--- src/rtl/mux_seq_pkg.sv ---
// Shared types and constants for the 4:1 mux scan sequencer.
package mux_seq_pkg;

   typedef enum logic {
      ST_IDLE = 1'b0,
      ST_SCAN = 1'b1
   } state_t;

   localparam logic [1:0] SEL_LAST = 2'd3;
   localparam int         DATA_W   = 4;

endpackage

--- src/rtl/dwell_counter.sv ---
// Dwell timer: counts cycles spent on one select value and flags the last one.
module dwell_counter #(
   parameter int CNT_W = 8,
   parameter int DWELL = 10
) (
   input  logic clk,
   input  logic rst_n,
   input  logic clr,
   input  logic en,
   output logic tc
);

   // A zero dwell would never produce a terminal count, and anything past the
   // counter range would wrap before reaching it.
   if (DWELL < 1 || DWELL > (2 ** CNT_W) - 1) begin : g_bad_dwell
      $error("dwell_counter: DWELL=%0d outside 1..2**CNT_W-1", DWELL);
   end

   localparam logic [CNT_W-1:0] TC_VAL = CNT_W'(DWELL - 1);

   logic [CNT_W-1:0] count_q;
   logic [CNT_W-1:0] count_d;

   // Next count: clear has priority over increment; otherwise hold.
   always_comb begin
      count_d = count_q;
      if (clr) begin
         count_d = '0;
      end else if (en) begin
         count_d = count_q + CNT_W'(1);
      end
   end

   // Count register with synchronous active-low reset.
   always_ff @(posedge clk) begin
      if (!rst_n) begin
         count_q <= '0;
      end else begin
         count_q <= count_d;
      end
   end

   assign tc = (count_q == TC_VAL);

endmodule

--- src/rtl/mux4_scan_sequencer.sv ---
// Drives a 4:1 mux with a latched word, walks sel 0..3 with a fixed dwell,
// captures the mux output at the end of each dwell and checks it against
// the driven word.
module mux4_scan_sequencer
   import mux_seq_pkg::*;
#(
   parameter int DWELL = 10,
   parameter int CNT_W = 8
) (
   input  logic              clk,
   input  logic              rst_n,
   input  logic              start,
   input  logic [DATA_W-1:0] data_in,
   input  logic              out,
   output logic              d0,
   output logic              d1,
   output logic              d2,
   output logic              d3,
   output logic [1:0]        sel,
   output logic              busy,
   output logic              done,
   output logic [DATA_W-1:0] rx_word,
   output logic              match
);

   state_t            state_q;
   logic [DATA_W-1:0] d_q;
   logic [1:0]        sel_q;
   logic              busy_q;
   logic              done_q;
   logic [DATA_W-1:0] rx_q;
   logic              match_q;

   logic cnt_clr;
   logic cnt_en;
   logic cnt_tc;

   // The counter restarts when a scan is launched and whenever a dwell ends;
   // it only advances while scanning.
   assign cnt_clr = (state_q == ST_IDLE) ? start : cnt_tc;
   assign cnt_en  = (state_q == ST_SCAN);

   dwell_counter #(
      .CNT_W (CNT_W),
      .DWELL (DWELL)
   ) u_dwell (
      .clk   (clk),
      .rst_n (rst_n),
      .clr   (cnt_clr),
      .en    (cnt_en),
      .tc    (cnt_tc)
   );

   // Scan FSM with all outputs registered.
   always_ff @(posedge clk) begin
      if (!rst_n) begin
         state_q <= ST_IDLE;
         d_q     <= '0;
         sel_q   <= '0;
         busy_q  <= 1'b0;
         done_q  <= 1'b0;
         rx_q    <= '0;
         match_q <= 1'b0;
      end else begin
         case (state_q)
            ST_IDLE: begin
               done_q <= 1'b0;
               if (start) begin
                  d_q     <= data_in;
                  sel_q   <= '0;
                  rx_q    <= '0;
                  match_q <= 1'b0;
                  busy_q  <= 1'b1;
                  state_q <= ST_SCAN;
               end
            end
            ST_SCAN: begin
               if (cnt_tc) begin
                  rx_q[sel_q] <= out;
                  if (sel_q != SEL_LAST) begin
                     sel_q <= sel_q + 2'd1;
                  end else begin
                     // The last bit is still in flight, so compare using out directly.
                     match_q <= ({out, rx_q[2:0]} == d_q);
                     sel_q   <= '0;
                     busy_q  <= 1'b0;
                     done_q  <= 1'b1;
                     state_q <= ST_IDLE;
                  end
               end
            end
            default: begin
               state_q <= ST_IDLE;
            end
         endcase
      end
   end

   assign d0      = d_q[0];
   assign d1      = d_q[1];
   assign d2      = d_q[2];
   assign d3      = d_q[3];
   assign sel     = sel_q;
   assign busy    = busy_q;
   assign done    = done_q;
   assign rx_word = rx_q;
   assign match   = match_q;

endmodule

--- config.mk ---
export PLATFORM = sky130hd
export DESIGN_NAME = mux4_scan_sequencer
export DESIGN_NICKNAME = d
export VERILOG_FILES = /design/src/rtl/mux_seq_pkg.sv /design/src/rtl/dwell_counter.sv /design/src/rtl/mux4_scan_sequencer.sv
export SDC_FILE = /design/constraint.sdc
export NUM_CORES = 1
export LEC_CHECK = 0
export ABC_AREA = 0
export BUFFER_PORTS_ARGS = -buffer_cell sky130_fd_sc_hd__buf_2
export CORE_MARGIN = 2
export CORE_UTILIZATION = 47
export DETAILED_ROUTE_END_ITERATION = 7
export GPL_ROUTABILITY_DRIVEN = 1
export PLACE_DENSITY = 0.82
export SETUP_SLACK_MARGIN = 0.02
export SYNTH_ARGS = -nofsm -noshare
export SYNTH_HDL_FRONTEND = slang
export SYNTH_HIERARCHICAL = 1
export SYNTH_SLANG_ARGS = --single-unit
--- constraint.sdc ---
create_clock -name clk -period 1.7 [get_ports clk]
set_clock_uncertainty 0.2 [all_clocks]
set_input_delay 0.085 -clock clk [delete_from_list [all_inputs] [get_ports clk]]
set_output_delay 0.085 -clock clk [all_outputs]
set_load 0.02 [all_outputs]
==> impl_metrics.py, run 1 <==
metrics = {
    "placement": {
        "numPortBuffers": 20,
        "place.gp.congestion": 0.780,
        "dp_hpwl_um": 1530,
    },
    "critical_path": {
        "arrival_ns": 1.63,
        "worstPathMaxFanout": 8,
        "crit_path_start_kind": "register",
        "path_class": "reg2reg",
        "crit_path_end_kind": "register",
        "required_ns": 1.70,
    },
    "timing": {
        "min_period_ns": 1.63,
        "setup_viol": 0,
        "finalHoldViolCount": 0,
        "slew_headroom": 0.831,
        "setup_tns_ns": 0,
        "grt_setup_unrepaired": "true",
        "drv_slew": 0,
        "post-route-period-util": 0.957,
        "hold_slack_ns": 0.283,
        "tightestPinTransition_ns": 0.254,
        "fmax_mhz": 614,
    },
    "synthesis": {
        "netlist.area_leader.share": 0.425,
        "avgSynthCellArea_um2": 8.72,
        "ys_warn_count": 6,
        "synth_cell_types": 27,
        "yosysSeqAreaShare": 0.425,
        "syn-num-nets": 133,
        "synth-seq-cells": 22,
        "netlist_area_um2": 1040,
        "synthCells": 119,
        "synthTopCellsByArea": "dfxtp_1 42%, ha_1 7.2%, nor2_1 5.4%, nand2_1 5.1%, nand3_1 4.8%",
        "yosysTopAreaCell": "dfxtp_1",
    },
    "finish": {
        "num-nets-final": 170,
        "regArea_um2": 443,
        "multi_input_area_um2": 618,
        "nFillCells": 153,
        "syn_to_final_growth_pct": 35.0,
        "layout-drive-gt1-share": 0.348,
        "final_cell_mix": "20 x dfxtp_1, 20 x buf_2, 14 x nor2_1",
        "insertedDiodeCount": 0,
    },
    "cts": {
        "clockRootBuffer": "clkbuf_4",
        "clockBufferDepth": 2,
        "cts_buffers": 3,
        "htree_levels": 1,
        "cts.reportedPaths.clkPinSlew_ns": 0.12,
        "cts_tree": "done",
        "clock-sinks": 22,
        "clock_latency_ns": 0.30,
        "cts_setup_buffers": 0,
    },
    "floorplanning": {
        "die_w_um": 51.0,
        "dieArea_um2": 2600,
        "floorplan.initialDensity": 0.483,
        "die_y_um": 51.0,
        "core_area_um2": 2150,
        "placementRows": 17,
        "ios": 21,
    },
    "global_route": {
        "antenna_found_initial": 0,
        "grt_pass1_wl_um": 3660,
        "grt_pass1_vias": 895,
        "grt_overflow_total": 0,
        "grt_max_degree": 14,
        "grt_usage": 0.185,
    },
    "drt": {
        "route.detailed.drc": 0,
        "drtPass1Iterations": 4,
        "routedWlPerCell_um": 12.5,
        "first_iter_violations": 18,
        "vias": 944,
        "ant_nets": 0,
        "routed_via_density": 5.16,
        "wirelength_um": 2290,
    },
    "outcome": {
        "status": "completed",
    },
    "power_and_ir_drop": {
        "power_frac_comb": 0.133,
        "clockPowerShare": 0.294,
        "p_seq_frac": 0.573,
        "ir_drop_mv": 0.418,
        "intPower_w": 0.000718,
        "power_per_cell_area_nw_per_um2": 671,
        "p_switching_w": 0.000221,
        "p_leak_nw": 0.610,
        "switching_share": 0.235,
        "p_total_w": 0.000939,
    },
    "run": {
        "maxCapViolCount": 0,
    },
    "min_path": {
        "min_path_type": "reg2reg",
    },
}
## cells in the mapped netlist
library cell,instances
nand3_1,10
nand2b_1,2
nor2_1,15
nand2_1,14
buf_4,1
buf_6,1
dfxtp_1,22
a21oi_1,4
ha_1,6
nand4_2,1
clkbuf_1,2
o21ai_1,1
a211oi_1,1
nor4_1,1
buf_2,2
o21a_1,1
or3_1,3
nand2_4,1
o21ai_0,3
and3_1,1
mux2i_1,3
a21boi_1,6
xor2_1,3
xnor2_1,5
and2b_4,1
nand4_1,6
inv_1,3
## critical path, stage by stage (launching register included)
cell	delay, ns
dfxtp_2	0.34
inv_2	0.06
ha_4	0.12
nand3_2	0.08
nor4_2	0.13
buf_4	0.16
buf_6	0.13
nand3_2	0.12
nand4_1	0.12
o21ai_1	0.06
## stage by stage
step	util	setup slack (ns)	cells	instance area [um2]
after floorplan	-	0.0239	119	1040
after global placement	0.568	0.0559	172	1220
after detailed placement	0.568	-0.0216	172	1220
after CTS	0.623	0.0182	183	1340
after global routing	0.652	-0.0393	183	1400
final	0.652	0.0724	183	1400
## cell type report
class                      count  share of cell area
clock buffer                   4              0.0259
tap                           28              0.0250
inverter                       3             0.00804
timing repair buffer          38               0.183
sequential                    22               0.316
multi-input combinational     88               0.441
## power groups by stage
stage | Clock, W | Combinational, W | Sequential, W
after floorplan | 0 | 0.0000573 | 0.000558
after global placement | 0 | 0.0000958 | 0.000548
after detailed placement | 0 | 0.0000991 | 0.000549
after CTS | 0.000285 | 0.000114 | 0.000537
after global routing | 0.000302 | 0.000135 | 0.000540
final | 0.000276 | 0.000125 | 0.000538
## kinds of logic after synthesis
logic type | count (synthesis) | synth area share
adder cells (fa/ha/maj) | 6 | 0.0724
flip-flops | 22 | 0.425
AND/OR/NAND/NOR | 55 | 0.264
buffers and inverters | 9 | 0.0458
XOR/XNOR | 8 | 0.0676
multiplexers | 3 | 0.0290
AO/OA/AOI/OAI | 16 | 0.0965
## repair_timing
item | CTS | global route
endpoints found under the hold margin | 14 | 0
setup endpoints to repair | 12 | 16
resized for setup | 3 | 15
pin swaps | 0 | 1
hold buffers | 7 | 0
## worst paths after layout
check,from,end,slack [ns],cells after the start
max,u_dwell/count_q[1],match,0.07,9
min,rx_word[3],rx_word[3],0.28,2
max reg2reg,u_dwell/count_q[1],match,0.07,9
min reg2reg,rx_word[3],rx_word[3],0.28,2
## state kept, by name (all words and copies together) (netlist names)
register	cells
busy	1
cnt_en	1
d_q	4
done	1
match	1
rx_word	4
sel	2
u_dwell/count_q	8
## metal layers
layer	part of all wire	global-route usage
met4	0.027	0.113
met2	0.50	0.325
met1	0.42	0.211
met3	0.048	0.0234
met5	0	0
Note: power is estimated with default switching activity, not from simulation.
==> run 2, diff against run 1 <==
--- a/config.mk
+++ b/config.mk
@@ -7,11 +7,13 @@
 export LEC_CHECK = 0
 export ABC_AREA = 0
 export BUFFER_PORTS_ARGS = -buffer_cell sky130_fd_sc_hd__buf_2
+export CELL_PAD_IN_SITES_DETAIL_PLACEMENT = 0
+export CELL_PAD_IN_SITES_GLOBAL_PLACEMENT = 1
 export CORE_MARGIN = 2
-export CORE_UTILIZATION = 47
+export CORE_UTILIZATION = 35
 export DETAILED_ROUTE_END_ITERATION = 7
 export GPL_ROUTABILITY_DRIVEN = 1
-export PLACE_DENSITY = 0.82
+export PLACE_DENSITY = 0.81
 export SETUP_SLACK_MARGIN = 0.02
 export SYNTH_ARGS = -nofsm -noshare
 export SYNTH_HDL_FRONTEND = slang
==> run 2 against run 1 <==
Sequential share of layout area is 0.84 points higher. Clock-buffer cell count decreased by 1. Critical path depth fell by 1. Register-to-register slack about the same. Total power is 5.3% lower. Clock power decreased by 16%. Via count is 1.8% lower. Hold slack got worse by 0.011 ns. Critical endpoint is now sel[0].
==> impl_metrics.py, run 2 (synthesis gave the netlist of run 1 again) <==
metrics = {
    "critical_path": {
        "path_class": "reg2reg",
        "crit_family": "simple AND/OR/NAND/NOR gates",
        "slowest_stage": "dfxtp_2",
        "crit_path_max_incr_delay_ns": 0.34,
        "crit_path_start_kind": "register",
        "crit_chain": "inv_2 > ha_4 > nand3_2 > nor4_2 > buf_4 > nand2_4 > and3_4 > o21a_1",
        "required_ns": 1.72,
        "worstPathMaxFanout": 8,
        "worst-path-buf-inv": 2,
        "crit_path_end_kind": "register",
        "arrival_ns": 1.64,
    },
    "floorplanning": {
        "placementRows": 19,
        "ios": 21,
        "core_area_um2": 2780,
        "die_w_um": 58.4,
        "floorplan.initialDensity": 0.373,
        "die_y_um": 58.4,
        "dieArea_um2": 3420,
    },
    "power_and_ir_drop": {
        "clockPowerShare": 0.262,
        "power_frac_comb": 0.131,
        "p_switching_w": 0.000221,
        "ir_drop_mv": 0.455,
        "p_seq_frac": 0.607,
        "switching_share": 0.249,
        "p_leak_nw": 0.601,
        "intPower_w": 0.000668,
        "power_per_cell_area_nw_per_um2": 652,
    },
    "drt": {
        "vias": 927,
        "routed_via_density": 5.01,
        "route.detailed.drc": 0,
        "routedWlPerCell_um": 12.3,
        "first_iter_violations": 13,
        "ant_nets": 0,
        "wirelength_um": 2270,
        "drtPass1Iterations": 4,
    },
    "timing": {
        "tightestPinTransition_ns": 0.253,
        "hold_slack_ns": 0.272,
        "post-route-period-util": 0.957,
        "finalHoldViolCount": 0,
        "setup_viol": 0,
        "drv_slew": 0,
        "fmax_mhz": 615,
        "min_period_ns": 1.63,
        "slew_headroom": 0.832,
        "grt_setup_unrepaired": "true",
    },
    "cts": {
        "clock_latency_ns": 0.31,
        "clockRootBuffer": "clkbuf_4",
        "cts_setup_buffers": 0,
        "cts.reportedPaths.clkPinSlew_ns": 0.11,
        "clock-sinks": 22,
        "clockBufferDepth": 2,
        "cts_tree": "done",
        "cts_buffers": 3,
        "htree_levels": 1,
    },
    "min_path": {
        "min_path_type": "reg2reg",
    },
    "global_route": {
        "grt_usage": 0.157,
        "grt_overflow_total": 0,
        "antenna_found_initial": 0,
        "grt_max_degree": 14,
        "grt_pass1_wl_um": 4120,
        "grt_pass1_vias": 995,
    },
    "run": {
        "maxCapViolCount": 0,
    },
    "finish": {
        "nFillCells": 258,
        "largest_reg_flops": 8,
        "regMostFlops": "u_dwell/count_q",
        "insertedDiodeCount": 0,
        "fin_area_um2": 1360,
        "final_cell_mix": "20 x dfxtp_1, 20 x buf_2, 14 x nand2_1",
        "layout-drive-gt1-share": 0.312,
        "num-nets-final": 170,
        "syn_to_final_growth_pct": 31.5,
    },
    "placement": {
        "dp_hpwl_um": 1650,
        "placed_area_um2": 1220,
        "place.gp.congestion": 0.776,
        "numPortBuffers": 20,
    },
    "outcome": {
        "status": "completed",
    },
}
run 2: changes by cell type in the layout (fill, tap and decap cells not counted), sizes merged:
cell	before	now
clkbuf	4	3
run 2: path summary, 6_finish.rpt:
path / start / to / slack [ns] / cells past startpoint
min: rx_word[3] / rx_word[3] / 0.27 / 2
max reg2reg: u_dwell/count_q[1] / sel[0] / 0.07 / 8
max: u_dwell/count_q[1] / sel[0] / 0.07 / 8
min reg2reg: rx_word[3] / rx_word[3] / 0.27 / 2
run 2: repair_timing:
item | in CTS | in global routing
hold endpoints to repair | 22 | 0
setup endpoints to repair | 9 | 16
resized for setup | 3 | 9
pin swaps | 0 | 0
hold buffers | 7 | 0
run 2: layout make-up:
type	instances	area, um2	share of cell area
well taps	31	38.8	0.0284
clock buffers	3	22.5	0.0165
repair buffers	38	253	0.185
multi-input cells	88	596	0.437
flip-flops and latches	22	443	0.325
inverters	3	11.3	0.00826
run 2: power by group through the flow:
stage	logic, W	registers, W	clock network (W)
4_1_cts	0.000112	0.000538	0.000249
2_1_floorplan	0.0000573	0.000558	0
3_3_place_gp	0.0000945	0.000549	0
3_5_place_dp	0.0000967	0.000550	0
6_report	0.000117	0.000539	0.000233
5_1_grt	0.000131	0.000542	0.000270
run 2: through the flow:
stage               std cells  TNS (ns)  worst slack, ns  total power [W]   util
floorplan                 119         0           0.0239         0.000615      -
global placement          175   -0.0198          -0.0122         0.000644  0.440
detailed placement        175    -0.406          -0.0644         0.000646  0.440
CTS                       185         0           0.0231         0.000899  0.478
global route              185   -0.0224          -0.0106         0.000942  0.490
finish                    185         0           0.0727         0.000889  0.490
run 2: tightest hold or removal path, delay by kind of cell (launching register included):
family           cells  cell delay, ns
AO/OA/AOI/OAI        1            0.06
flip-flops           1            0.32
AND/OR/NAND/NOR      1            0.06
run 2: per-layer routing:
layer,wire length (um),global-route usage,vias up
met4,41,0.0698,0
met3,112,0.0352,5
li1,-,-,476
met5,0,0,-
met2,1160,0.292,21
met1,957,0.168,425
